**config.mk**
```make
export PLATFORM = sky130hd
export DESIGN_NAME = wdt_controller
export DESIGN_NICKNAME = d
export VERILOG_FILES = /design/src/rtl/wdt_pkg.sv /design/src/rtl/wdt_prescaler.sv /design/src/rtl/wdt_controller.sv
export SDC_FILE = /design/constraint.sdc
export NUM_CORES = 1
export LEC_CHECK = 0
export CORE_ASPECT_RATIO = 1.4
export CORE_MARGIN = 2
export CORE_UTILIZATION = 50
export CTS_CLUSTER_DIAMETER = 200
export DETAILED_ROUTE_END_ITERATION = 16
export HOLD_SLACK_MARGIN = 0.03
export PLACE_DENSITY = 0.83
export SLEW_MARGIN = 15
export SYNTH_ARGS = -nofsm -noshare
export SYNTH_HDL_FRONTEND = slang
export SYNTH_SLANG_ARGS = --single-unit
```
**constraint.sdc**
```tcl
create_clock -name clk -period 2.7 [get_ports clk]
set_clock_uncertainty 0.2 [all_clocks]
set_input_delay 0.54 -clock clk [delete_from_list [all_inputs] [get_ports clk]]
set_output_delay 0.54 -clock clk [all_outputs]
set_load 0.05 [all_outputs]
```
**src/rtl/wdt_pkg.sv**
```systemverilog
// ============================================================================
//  Module      : wdt_pkg
//  Description : Shared constants and types for the two-stage watchdog:
//                register word indices, CTRL/STATUS bit positions, the
//                stage FSM state type and the default kick key.
//  Revision    : 1.0 - initial release
// ============================================================================
`default_nettype none

package wdt_pkg;

  // Register word indices (byte offset [4:2])
  localparam logic [2:0] IDX_CTRL   = 3'd0;
  localparam logic [2:0] IDX_LOAD   = 3'd1;
  localparam logic [2:0] IDX_COUNT  = 3'd2;
  localparam logic [2:0] IDX_KICK   = 3'd3;
  localparam logic [2:0] IDX_STATUS = 3'd4;

  // CTRL bit positions
  localparam int CTRL_EN      = 0;
  localparam int CTRL_IRQ_EN  = 1;
  localparam int CTRL_RST_EN  = 2;
  localparam int CTRL_LOCK    = 3;
  localparam int CTRL_DIV_LSB = 4;

  // STATUS bit positions
  localparam int STAT_IRQ_PEND = 0;
  localparam int STAT_BAD_KICK = 1;
  localparam int STAT_WDT_RST  = 2;
  localparam int STAT_STAGE2   = 3;

  // Default service key
  localparam logic [31:0] KICK_KEY_DEFAULT = 32'h5A5A_A5A5;

  // Watchdog stage FSM
  typedef enum logic [1:0] {
    IDLE        = 2'd0,
    COUNT1      = 2'd1,
    COUNT2      = 2'd2,
    RST_PULSE_S = 2'd3
  } wdt_state_t;

endpackage

`default_nettype wire

```
**src/rtl/wdt_prescaler.sv**
```systemverilog
// ============================================================================
//  Module      : wdt_prescaler
//  Description : Divide-by-(div+1) tick generator for the watchdog counter.
//                Held at zero while disabled or when cleared.
//  Revision    : 1.0 - initial release
// ============================================================================
`default_nettype none

module wdt_prescaler #(
  parameter int DIV_W = 8
) (
  input  logic             clk,
  input  logic             rst,
  input  logic             enable,
  input  logic             clear,
  input  logic [DIV_W-1:0] div,
  output logic             tick
);

  logic [DIV_W-1:0] r_cnt;

  // A tick fires on the last cycle of each div+1 cycle window
  assign tick = enable && (r_cnt == div);

  // Prescale counter: restarts on clear, idles at zero when disabled
  always_ff @(posedge clk or negedge rst) begin
    if (!rst) begin
      r_cnt <= '0;
    end else if (clear || !enable) begin
      r_cnt <= '0;
    end else if (r_cnt == div) begin
      r_cnt <= '0;
    end else begin
      r_cnt <= r_cnt + DIV_W'(1);
    end
  end

endmodule

`default_nettype wire

```
**src/rtl/wdt_controller.sv**
```systemverilog
// ============================================================================
//  Module      : wdt_controller
//  Description : Memory-mapped two-stage watchdog. Stage 1 expiry raises an
//                interrupt, stage 2 expiry emits a fixed-length reset pulse.
//                Sticky status survives the watchdog's own reset pulse.
//  Revision    : 1.0 - initial release
// ============================================================================
`default_nettype none

module wdt_controller
  import wdt_pkg::*;
#(
  parameter int          CNT_W     = 32,
  parameter int          DIV_W     = 8,
  parameter logic [31:0] KICK_KEY  = KICK_KEY_DEFAULT,
  parameter int          RST_PULSE = 4,
  parameter logic [31:0] LOAD_RST  = 32'h0000_FFFF
) (
  input  logic        clk,
  input  logic        rst,
  input  logic        req_valid,
  input  logic        req_we,
  input  logic [4:0]  req_addr,
  input  logic [31:0] req_wdata,
  output logic [31:0] rdata,
  output logic        rvalid,
  output logic        wdt_irq,
  output logic        wdt_reset
);

  localparam int PW = (RST_PULSE > 1) ? $clog2(RST_PULSE) : 1;

  // Architectural state
  wdt_state_t       state, state_nxt;
  logic             ctrl_en, ctrl_irq_en, ctrl_rst_en, ctrl_lock;
  logic [DIV_W-1:0] ctrl_div;
  logic [CNT_W-1:0] load, count;
  logic             irq_pend, bad_kick, wdt_rst, stage2;
  logic [PW-1:0]    pulse_cnt;

  // Decoded events
  logic [2:0]       idx;
  logic             wr, rd, ctrl_wr, load_wr, kick_wr, status_wr;
  logic             counting, en_on, en_off, kick_hit, kick_bad;
  logic             expire, take_expire, pulse_done;
  logic             reload, dec, irq_set, stage2_set, stage2_clr, wdt_rst_set;
  logic [CNT_W-1:0] load_eff;
  logic [31:0]      rd_mux;
  logic             tick;
  logic             unused_addr_bits;

  assign unused_addr_bits = ^req_addr[1:0];

  wdt_prescaler #(
    .DIV_W (DIV_W)
  ) u_prescaler (
    .clk    (clk),
    .rst    (rst),
    .enable (counting),
    .clear  (reload),
    .div    (ctrl_div),
    .tick   (tick)
  );

  // Bus decode and event arbitration: kick beats expiry, disable beats both
  always_comb begin
    idx        = req_addr[4:2];
    wr         = req_valid && req_we;
    rd         = req_valid && !req_we;
    ctrl_wr    = wr && (idx == IDX_CTRL) && !ctrl_lock;
    load_wr    = wr && (idx == IDX_LOAD) && !ctrl_lock;
    kick_wr    = wr && (idx == IDX_KICK);
    status_wr  = wr && (idx == IDX_STATUS);
    counting   = (state == COUNT1) || (state == COUNT2);
    en_on      = ctrl_wr && req_wdata[CTRL_EN] && (state == IDLE);
    en_off     = ctrl_wr && !req_wdata[CTRL_EN] && counting;
    kick_hit   = kick_wr && counting && (req_wdata == KICK_KEY);
    kick_bad   = kick_wr && counting && (req_wdata != KICK_KEY);
    expire     = counting && tick && (count <= CNT_W'(1));
    take_expire = expire && !kick_hit && !en_off;
    pulse_done = (state == RST_PULSE_S) && (pulse_cnt == PW'(RST_PULSE - 1));
    load_eff   = (load == '0) ? CNT_W'(1) : load;
    // Entering the reset pulse is the only expiry that does not reload
    reload     = en_on || kick_hit || (pulse_done && ctrl_en) ||
                 (take_expire && !((state == COUNT2) && ctrl_rst_en));
    dec        = counting && tick && !expire && !kick_hit && !en_off;
    irq_set    = take_expire && (state == COUNT1);
    stage2_set = take_expire && (state == COUNT1);
    stage2_clr = kick_hit || en_off || pulse_done;
    wdt_rst_set = take_expire && (state == COUNT2) && ctrl_rst_en;
  end

  // Stage FSM state register
  always_ff @(posedge clk or negedge rst) begin
    if (!rst) begin
      state <= IDLE;
    end else begin
      state <= state_nxt;
    end
  end

  // Stage FSM next-state logic
  always_comb begin
    state_nxt = state;
    case (state)
      IDLE: begin
        if (en_on) state_nxt = COUNT1;
      end
      COUNT1: begin
        if (en_off)        state_nxt = IDLE;
        else if (kick_hit) state_nxt = COUNT1;
        else if (expire)   state_nxt = COUNT2;
      end
      COUNT2: begin
        if (en_off)        state_nxt = IDLE;
        else if (kick_hit) state_nxt = COUNT1;
        else if (expire)   state_nxt = ctrl_rst_en ? RST_PULSE_S : COUNT2;
      end
      RST_PULSE_S: begin
        if (pulse_done) state_nxt = ctrl_en ? COUNT1 : IDLE;
      end
      default: state_nxt = IDLE;
    endcase
  end

  // Stage FSM outputs
  always_comb begin
    wdt_reset = (state == RST_PULSE_S);
    wdt_irq   = irq_pend && ctrl_irq_en;
  end

  // Reset pulse length counter, restarted whenever the pulse is not active
  always_ff @(posedge clk or negedge rst) begin
    if (!rst) begin
      pulse_cnt <= '0;
    end else if (state != RST_PULSE_S) begin
      pulse_cnt <= '0;
    end else begin
      pulse_cnt <= pulse_cnt + PW'(1);
    end
  end

  // CTRL and LOAD registers; LOCK is sticky until external reset
  always_ff @(posedge clk or negedge rst) begin
    if (!rst) begin
      ctrl_en     <= 1'b0;
      ctrl_irq_en <= 1'b0;
      ctrl_rst_en <= 1'b0;
      ctrl_lock   <= 1'b0;
      ctrl_div    <= '0;
      load        <= CNT_W'(LOAD_RST);
    end else begin
      if (ctrl_wr) begin
        ctrl_en     <= req_wdata[CTRL_EN];
        ctrl_irq_en <= req_wdata[CTRL_IRQ_EN];
        ctrl_rst_en <= req_wdata[CTRL_RST_EN];
        ctrl_lock   <= ctrl_lock | req_wdata[CTRL_LOCK];
        ctrl_div    <= req_wdata[CTRL_DIV_LSB +: DIV_W];
      end
      if (load_wr) begin
        load <= req_wdata[CNT_W-1:0];
      end
    end
  end

  // Down-counter: a reload samples LOAD before any same-edge LOAD write
  always_ff @(posedge clk or negedge rst) begin
    if (!rst) begin
      count <= '0;
    end else if (reload) begin
      count <= load_eff;
    end else if (dec) begin
      count <= count - CNT_W'(1);
    end
  end

  // Sticky status bits: a hardware set wins over a same-edge W1C
  always_ff @(posedge clk or negedge rst) begin
    if (!rst) begin
      irq_pend <= 1'b0;
      bad_kick <= 1'b0;
      wdt_rst  <= 1'b0;
      stage2   <= 1'b0;
    end else begin
      irq_pend <= irq_set     || (irq_pend && !(status_wr && req_wdata[STAT_IRQ_PEND]));
      bad_kick <= kick_bad    || (bad_kick && !(status_wr && req_wdata[STAT_BAD_KICK]));
      wdt_rst  <= wdt_rst_set || (wdt_rst  && !(status_wr && req_wdata[STAT_WDT_RST]));
      if (stage2_set) begin
        stage2 <= 1'b1;
      end else if (stage2_clr) begin
        stage2 <= 1'b0;
      end
    end
  end

  // Read data mux
  always_comb begin
    rd_mux = 32'h0;
    case (idx)
      IDX_CTRL:   rd_mux = {{(32 - CTRL_DIV_LSB - DIV_W){1'b0}}, ctrl_div,
                            ctrl_lock, ctrl_rst_en, ctrl_irq_en, ctrl_en};
      IDX_LOAD:   rd_mux = 32'(load);
      IDX_COUNT:  rd_mux = 32'(count);
      IDX_STATUS: rd_mux = {28'h0, stage2, wdt_rst, bad_kick, irq_pend};
      default:    rd_mux = 32'h0;
    endcase
  end

  // Registered read response; rdata holds between reads
  always_ff @(posedge clk or negedge rst) begin
    if (!rst) begin
      rdata  <= 32'h0;
      rvalid <= 1'b0;
    end else begin
      rvalid <= rd;
      if (rd) begin
        rdata <= rd_mux;
      end
    end
  end

endmodule

`default_nettype wire
```
==> metrics.txt, run 1 <==
Die Wd=99.8 µm; Syn Nets=705; Setup crit start kind=register; cts bufs inserted=17; post-synth top area cell=dfrtp_1; port buffer count=73; post-route setup TNS=-3600 ps; final setup margin=-194 ps; ratio of total power to cell area=796 nW/µm²; most frequent cell after synthesis=nand2_1; crit path kind=reg2reg; CTS tree=yes; required time worst endpoint=2800 ps; fin util=0.740; Hold Violations, Final=0; Crit-path slowest cell=or4_4; HPWL after DPL=14.7 mm; via/cell ratio=6.11; WP data arrival=3000 ps; initial DRC count=549; layout cells sized above 1=0.317; Min Clock Period, post-route=2890 ps; Sink Count=125; Final period util=1.07; failing checks=negative setup slack; fmax=346 MHz; RSZ-0062 raised after global routing=yes; Least-Margin Pin Slew=645 ps; antenna violations before repair=0; fillcell total=842; GPL Wtd Cong=0.980; first drt pass iteration count=6; ys async rst share=1.00; final std cell area, no fill=9390 µm²; Clk Latency, worst-skew pair=430 ps; total wire length=21.9 mm; outcome=finished, violations left; grt ovf=0; top_reg_cell synth=dfrtp_1; HP Start=req_wdata[17]; reg2reg path depth=11; GRT Total Usage=0.317; Initial Util=0.506; final cell count without fillers=1034; cell count after synthesis=655; Routed Antenna Nets=0; vias in the first global route=6516; sequential element share of the synthesized area=0.490; RR Startpoint=state[0]; synthesized area per cell=9.81 µm²; Die Footprint=13800 µm²; P&R area growth vs syn=46.0%; Cell Chain, Critical Path=inv_1, ha_4, nand2_2, or4_4, or3_4, buf_6, nand4_4, buf_4, nor3_1, xnor2_1, o21ai_1; dpl cell area=8240 µm²; area share of the largest cell type after synthesis=0.424; synth top area cells=dfrtp_1 42%, dfstp_2 6.5%, nand2_1 6.5%, mux2_2 5.6%, o21ai_0 4.2%; Leakage=4.22 nW; hold slack=225 ps; vias=6315; number of synthesized register bits=125; Worst Hold End=load[17]; Max Buffers Root-to-Sink=2; drc violations=0; R2R Setup Slk=-190 ps; core area=12700 µm²; Routed wire per std cell=21.2 µm; hold path cells=2; largest fanout on the critical path=7; distinct cell type count after synthesis=60; Placed Cells incl. Taps=974; final count of pins violating max slew=0; Max stage delay on crit path=570 ps; Post-synth EDFFs=0; final setup violation count=32; post-synthesis instance area=6430 µm²; largest net degree at the start of global routing=54; row cnt=49; Die Height=138 µm; type of the tightest min-delay check=in2reg; Yosys warnings=0; Slew headroom=0.569; Crit. End Element=register; Top Ports=76; Final Net Count=918; global-route wire length before repair=34.0 mm; peak supply drop=400 µV; Antenna Cells=0; max cap viols=0; number of H-tree levels=4; Reg-to-Reg End=count[11]; Clock transition at path regs=60 ps; Root Buffer=clkbuf_16; synth cell count leaders=112 x nand2_1, 109 x dfrtp_1, 54 x o21ai_0
## per-layer routing
metal | GRT usage | wire [µm] | up-vias
li1 | - | - | 2803
met1 | 0.358 | 7870 | 3070
met2 | 0.548 | 11300 | 334
met3 | 0.0536 | 1240 | 108
met4 | 0.196 | 1470 | 0
met5 | 0 | 0 | -
## sequential cells by signal, summed over array words and instances (netlist names)
signal and count:
irq_pend 1, rvalid 1, wdt_rst 1, stage2 1, rdata 32, load 32, u_prescaler.r_cnt 8, ctrl_irq_en 1
state 2, ctrl_en 1, ctrl_lock 1, bad_kick 1, ctrl_rst_en 1, pulse_cnt 2, count 32, ctrl_div 8
## cell type report
class	instances	area, µm²	share of cell area
tap	153	191	0.0204
multi-input combinational	491	3360	0.358
clock buffer	17	425	0.0453
clock inverter	15	210	0.0224
timing repair buffer	225	2020	0.215
sequential	125	3150	0.335
inverter	8	30.0	0.00320
## stage by stage
step	power (mW)	setup slack [ps]
floorplan	3.71	-95.8
global placement	4.66	-759
detailed placement	4.75	-863
CTS	7.34	-111
global route	7.76	-255
finish	7.47	-194
## worst max path at each step
stage | start | end | slack [ps] | depth (start not counted)
finish | state[0] | count[11] | -190 | 11
global placement | req_wdata[22] | count[15] | -760 | 9
floorplan | req_addr[3] | count[26] | -100 | 8
global route | state[0] | count[11] | -260 | 11
CTS | count[16] | count[6] | -110 | 8
detailed placement | req_wdata[22] | count[11] | -860 | 10
## layout by cell type (no fill, tap or decap), types with 15 or more instances in the layout
cell / instances
o21ai_0: 38
xnor2_1: 17
mux2_2: 32
nor2_1: 37
clkdlybuf4s50_1: 57
nor4_1: 19
o21ai_1: 22
xor2_1: 16
a22oi_1: 20
clkbuf_16: 18
mux2i_1: 15
nand2_1: 106
nor3_1: 16
buf_4: 139
dfstp_2: 16
dfrtp_1: 109
a21oi_1: 15
## logic make-up (layout without fill, tap and decap cells)
kind of cell / Yosys count / in the layout / synth area share
AOI/OAI and AO/OA: 133 / 133 / 0.129
xor gates and xnor gates: 33 / 33 / 0.0450
adders and majority gates: 9 / 9 / 0.0175
buffers and inverters: 39 / 265 / 0.0275
DFF: 125 / 125 / 0.490
muxes: 47 / 47 / 0.0794
and+or+nand+nor: 269 / 269 / 0.212
## critical path: cells and delay by family, from the launching register on
family	cells	cell delay, ps
XOR/XNOR	1	220
AND/OR/NAND/NOR	5	1250
AO/OA/AOI/OAI	1	110
adder cells (fa/ha/maj)	1	280
flip-flops	1	340
buffers and inverters	3	360
## report_power, final
group	internal, mW	switching (mW)	leakage [nW]
Combinational	1.08	1.14	2.31
Sequential	2.32	0.448	1.60
Clock	1.56	0.926	0.310
Total	4.96	2.52	4.22
## what timing repair did
item,4_1_cts,5_1_grt
setup endpoints to repair,44,34
pin swaps,13,17
cloned,0,1
endpoints found under the hold margin,30,0
hold buffers,1,0
gates resized for setup,34,46
buffers inserted,16,10
(Power assumes the default switching activity.)
==> inputs of run 2 (changes only) <==
Settings changed: PLACE_DENSITY 0.83 to 0.84.
==> metrics.txt, run 2 (synthesis results as in run 1) <==
Top Ports=76 (unchanged); Final Net Count=905 (-1.4%); WP data arrival=3020 ps (+20 ps); Die Wd=99.8 µm (unchanged); port buffer count=73 (unchanged); CP Capture Point=count[15]; Cell Chain, Critical Path=or4_4, or4_4, or3_4, nand4_4, buf_4, o31a_1, o22a_1; cell mode on critical path=or4_4; R2R Setup Slk=-160 ps (+40 ps); RSZ-0062 raised after global routing=yes; Min Clock Period, post-route=2860 ps (-35.9 ps); Hold Violations, Final=0 (unchanged); final count of pins violating max slew=0 (unchanged); GRT Total Usage=0.309 (-0.00715); cts bufs inserted=17 (unchanged); number of H-tree levels=4 (unchanged); most frequent cells in the layout=121 x buf_4, 110 x nand2_1, 109 x dfrtp_1; vias in the first global route=6676 (+2.5%); Sink Count=125 (unchanged); grt ovf=0 (unchanged); core area=12700 µm² (unchanged); P&R area growth vs syn=44.1%; reg2reg path depth=7 (-4); total wire length=21.2 mm (-3.4%); global-route wire length before repair=33.6 mm (-1.1%); RR Startpoint=count[5]; Antenna Cells=0 (unchanged); Die Height=138 µm (unchanged); via/cell ratio=6.16 (+0.92%); failing checks=negative setup slack; Leakage=4.05 nW (-3.9%); initial DRC count=545 (-0.73%); Reg-to-Reg End=count[15]; Crit. Startpoint=count[5]; Initial Util=0.506 (unchanged); Max Buffers Root-to-Sink=2 (unchanged); antenna violations before repair=0 (unchanged); vias=6293 (-0.35%); first drt pass iteration count=6 (unchanged); largest net degree at the start of global routing=83 (+54%); dpl cell area=8300 µm² (+0.64%); Slew headroom=0.539 (-0.0299); GPL Wtd Cong=0.987 (+0.68%); max cap viols=0 (unchanged); Crit. End Element=register; Routed Antenna Nets=0 (unchanged); Least-Margin Pin Slew=685 ps (+40.9 ps); Max stage delay on crit path=550 ps (-20 ps); most common cell after layout, fill and taps aside=buf_4; ratio of total power to cell area=787 nW/µm² (-1.2%); final setup violation count=18 (-44%); final std cell area, no fill=9260 µm² (-1.3%); Design Power=7.29 mW (-2.5%); crit path kind=reg2reg; Crit-path slowest cell=or4_4; Clock transition at path regs=60 ps (about the same); required time worst endpoint=2860 ps (+60 ps); outcome=finished, violations left; Die Footprint=13800 µm² (unchanged); Routed wire per std cell=20.7 µm (-2.2%); drc violations=0 (unchanged); Clk Latency, worst-skew pair=430 ps (about the same); final setup margin=-158 ps (+35.9 ps); HPWL after DPL=14.7 mm (-0.17%); type of the tightest min-delay check=reg2reg; CTS tree=yes; row cnt=49 (unchanged); peak supply drop=538 µV (+34%); largest fanout on the critical path=8 (+1); Final period util=1.06 (-0.0133); fmax=350 MHz (+1.3%); layout cells sized above 1=0.311 (-0.00563); Setup crit start kind=register; Root Buffer=clkbuf_16; biggest regs=count (32), load (32), rdata (32)
run 2: cell types whose count changed in the layout (fill, tap and decap cells not counted), moves of 4 or more:
cell,before,now
clkdlybuf4s50_1,57,62
buf_4,139,121
dlymetal6s2s_1,14,6
nor4bb_4,6,2
nand2_2,5,1
nand2_1,106,110
nor3_1,16,12
run 2: timing repair:
action,4_1_cts,5_1_grt
gates cloned,2,0
gates resized for setup,34,40
hold endpoints to repair,6,0
buffers inserted,7,4
pin swaps,10,29
setup endpoints to repair,36,34
hold buffers,1,0
run 2: area by class of cell:
type                       instances  area [µm²]
fill                             871        3430
multi-input combinational        493        3400
sequential                       125        3150
timing repair buffer             210        1900
clock buffer                      19         453
tap                              153         191
clock inverter                    13         138
inverter                           8        30.0
run 2: routing by layer:
metal / global-route usage / share of wire
met4: 0.187 / 0.065
met1: 0.350 / 0.37
met5: 0 / 0
met2: 0.534 / 0.51
met3: 0.0571 / 0.060
run 2: worst min-delay path by stage:
stage,startpoint,to,cells past startpoint,slack [ps]
after global routing,req_wdata[24],load[24],2,260
after detailed placement,rst,rdata[26],1,170
after floorplan,rst,bad_kick,0,40
after global placement,rst,rdata[27],1,160
after CTS,pulse_cnt[0],pulse_cnt[0],1,240
final,pulse_cnt[0],pulse_cnt[0],1,240
run 2: worst max-delay path, delay by kind of cell (launching register included):
family,cells,cell delay [ps]
simple gates,4,1740
flops,1,390
buf+inv,1,150
compound gates,2,300
run 2: power breakdown:
group	switching, mW	internal, mW
Combinational	1.16	1.06
Clock	0.895	1.41
Sequential	0.443	2.32
run 2: metrics by stage:
| step | hold slack, ps | utilization | cells | setup TNS (ps) | worst slack (ps) |
|---|---|---|---|---|---|
| 2_1_floorplan | 44.4 | - | 655 | -262 | -95.8 |
| 3_3_place_gp | 163 | 0.654 | 976 | -24690 | -658 |
| 3_5_place_dp | 168 | 0.654 | 976 | -22160 | -622 |
| 4_1_cts | 240 | 0.716 | 1017 | -492 | -60.2 |
| 5_1_grt | 262 | 0.730 | 1021 | -2260 | -170 |
| 6_report | 240 | 0.730 | 1021 | -1020 | -158 |
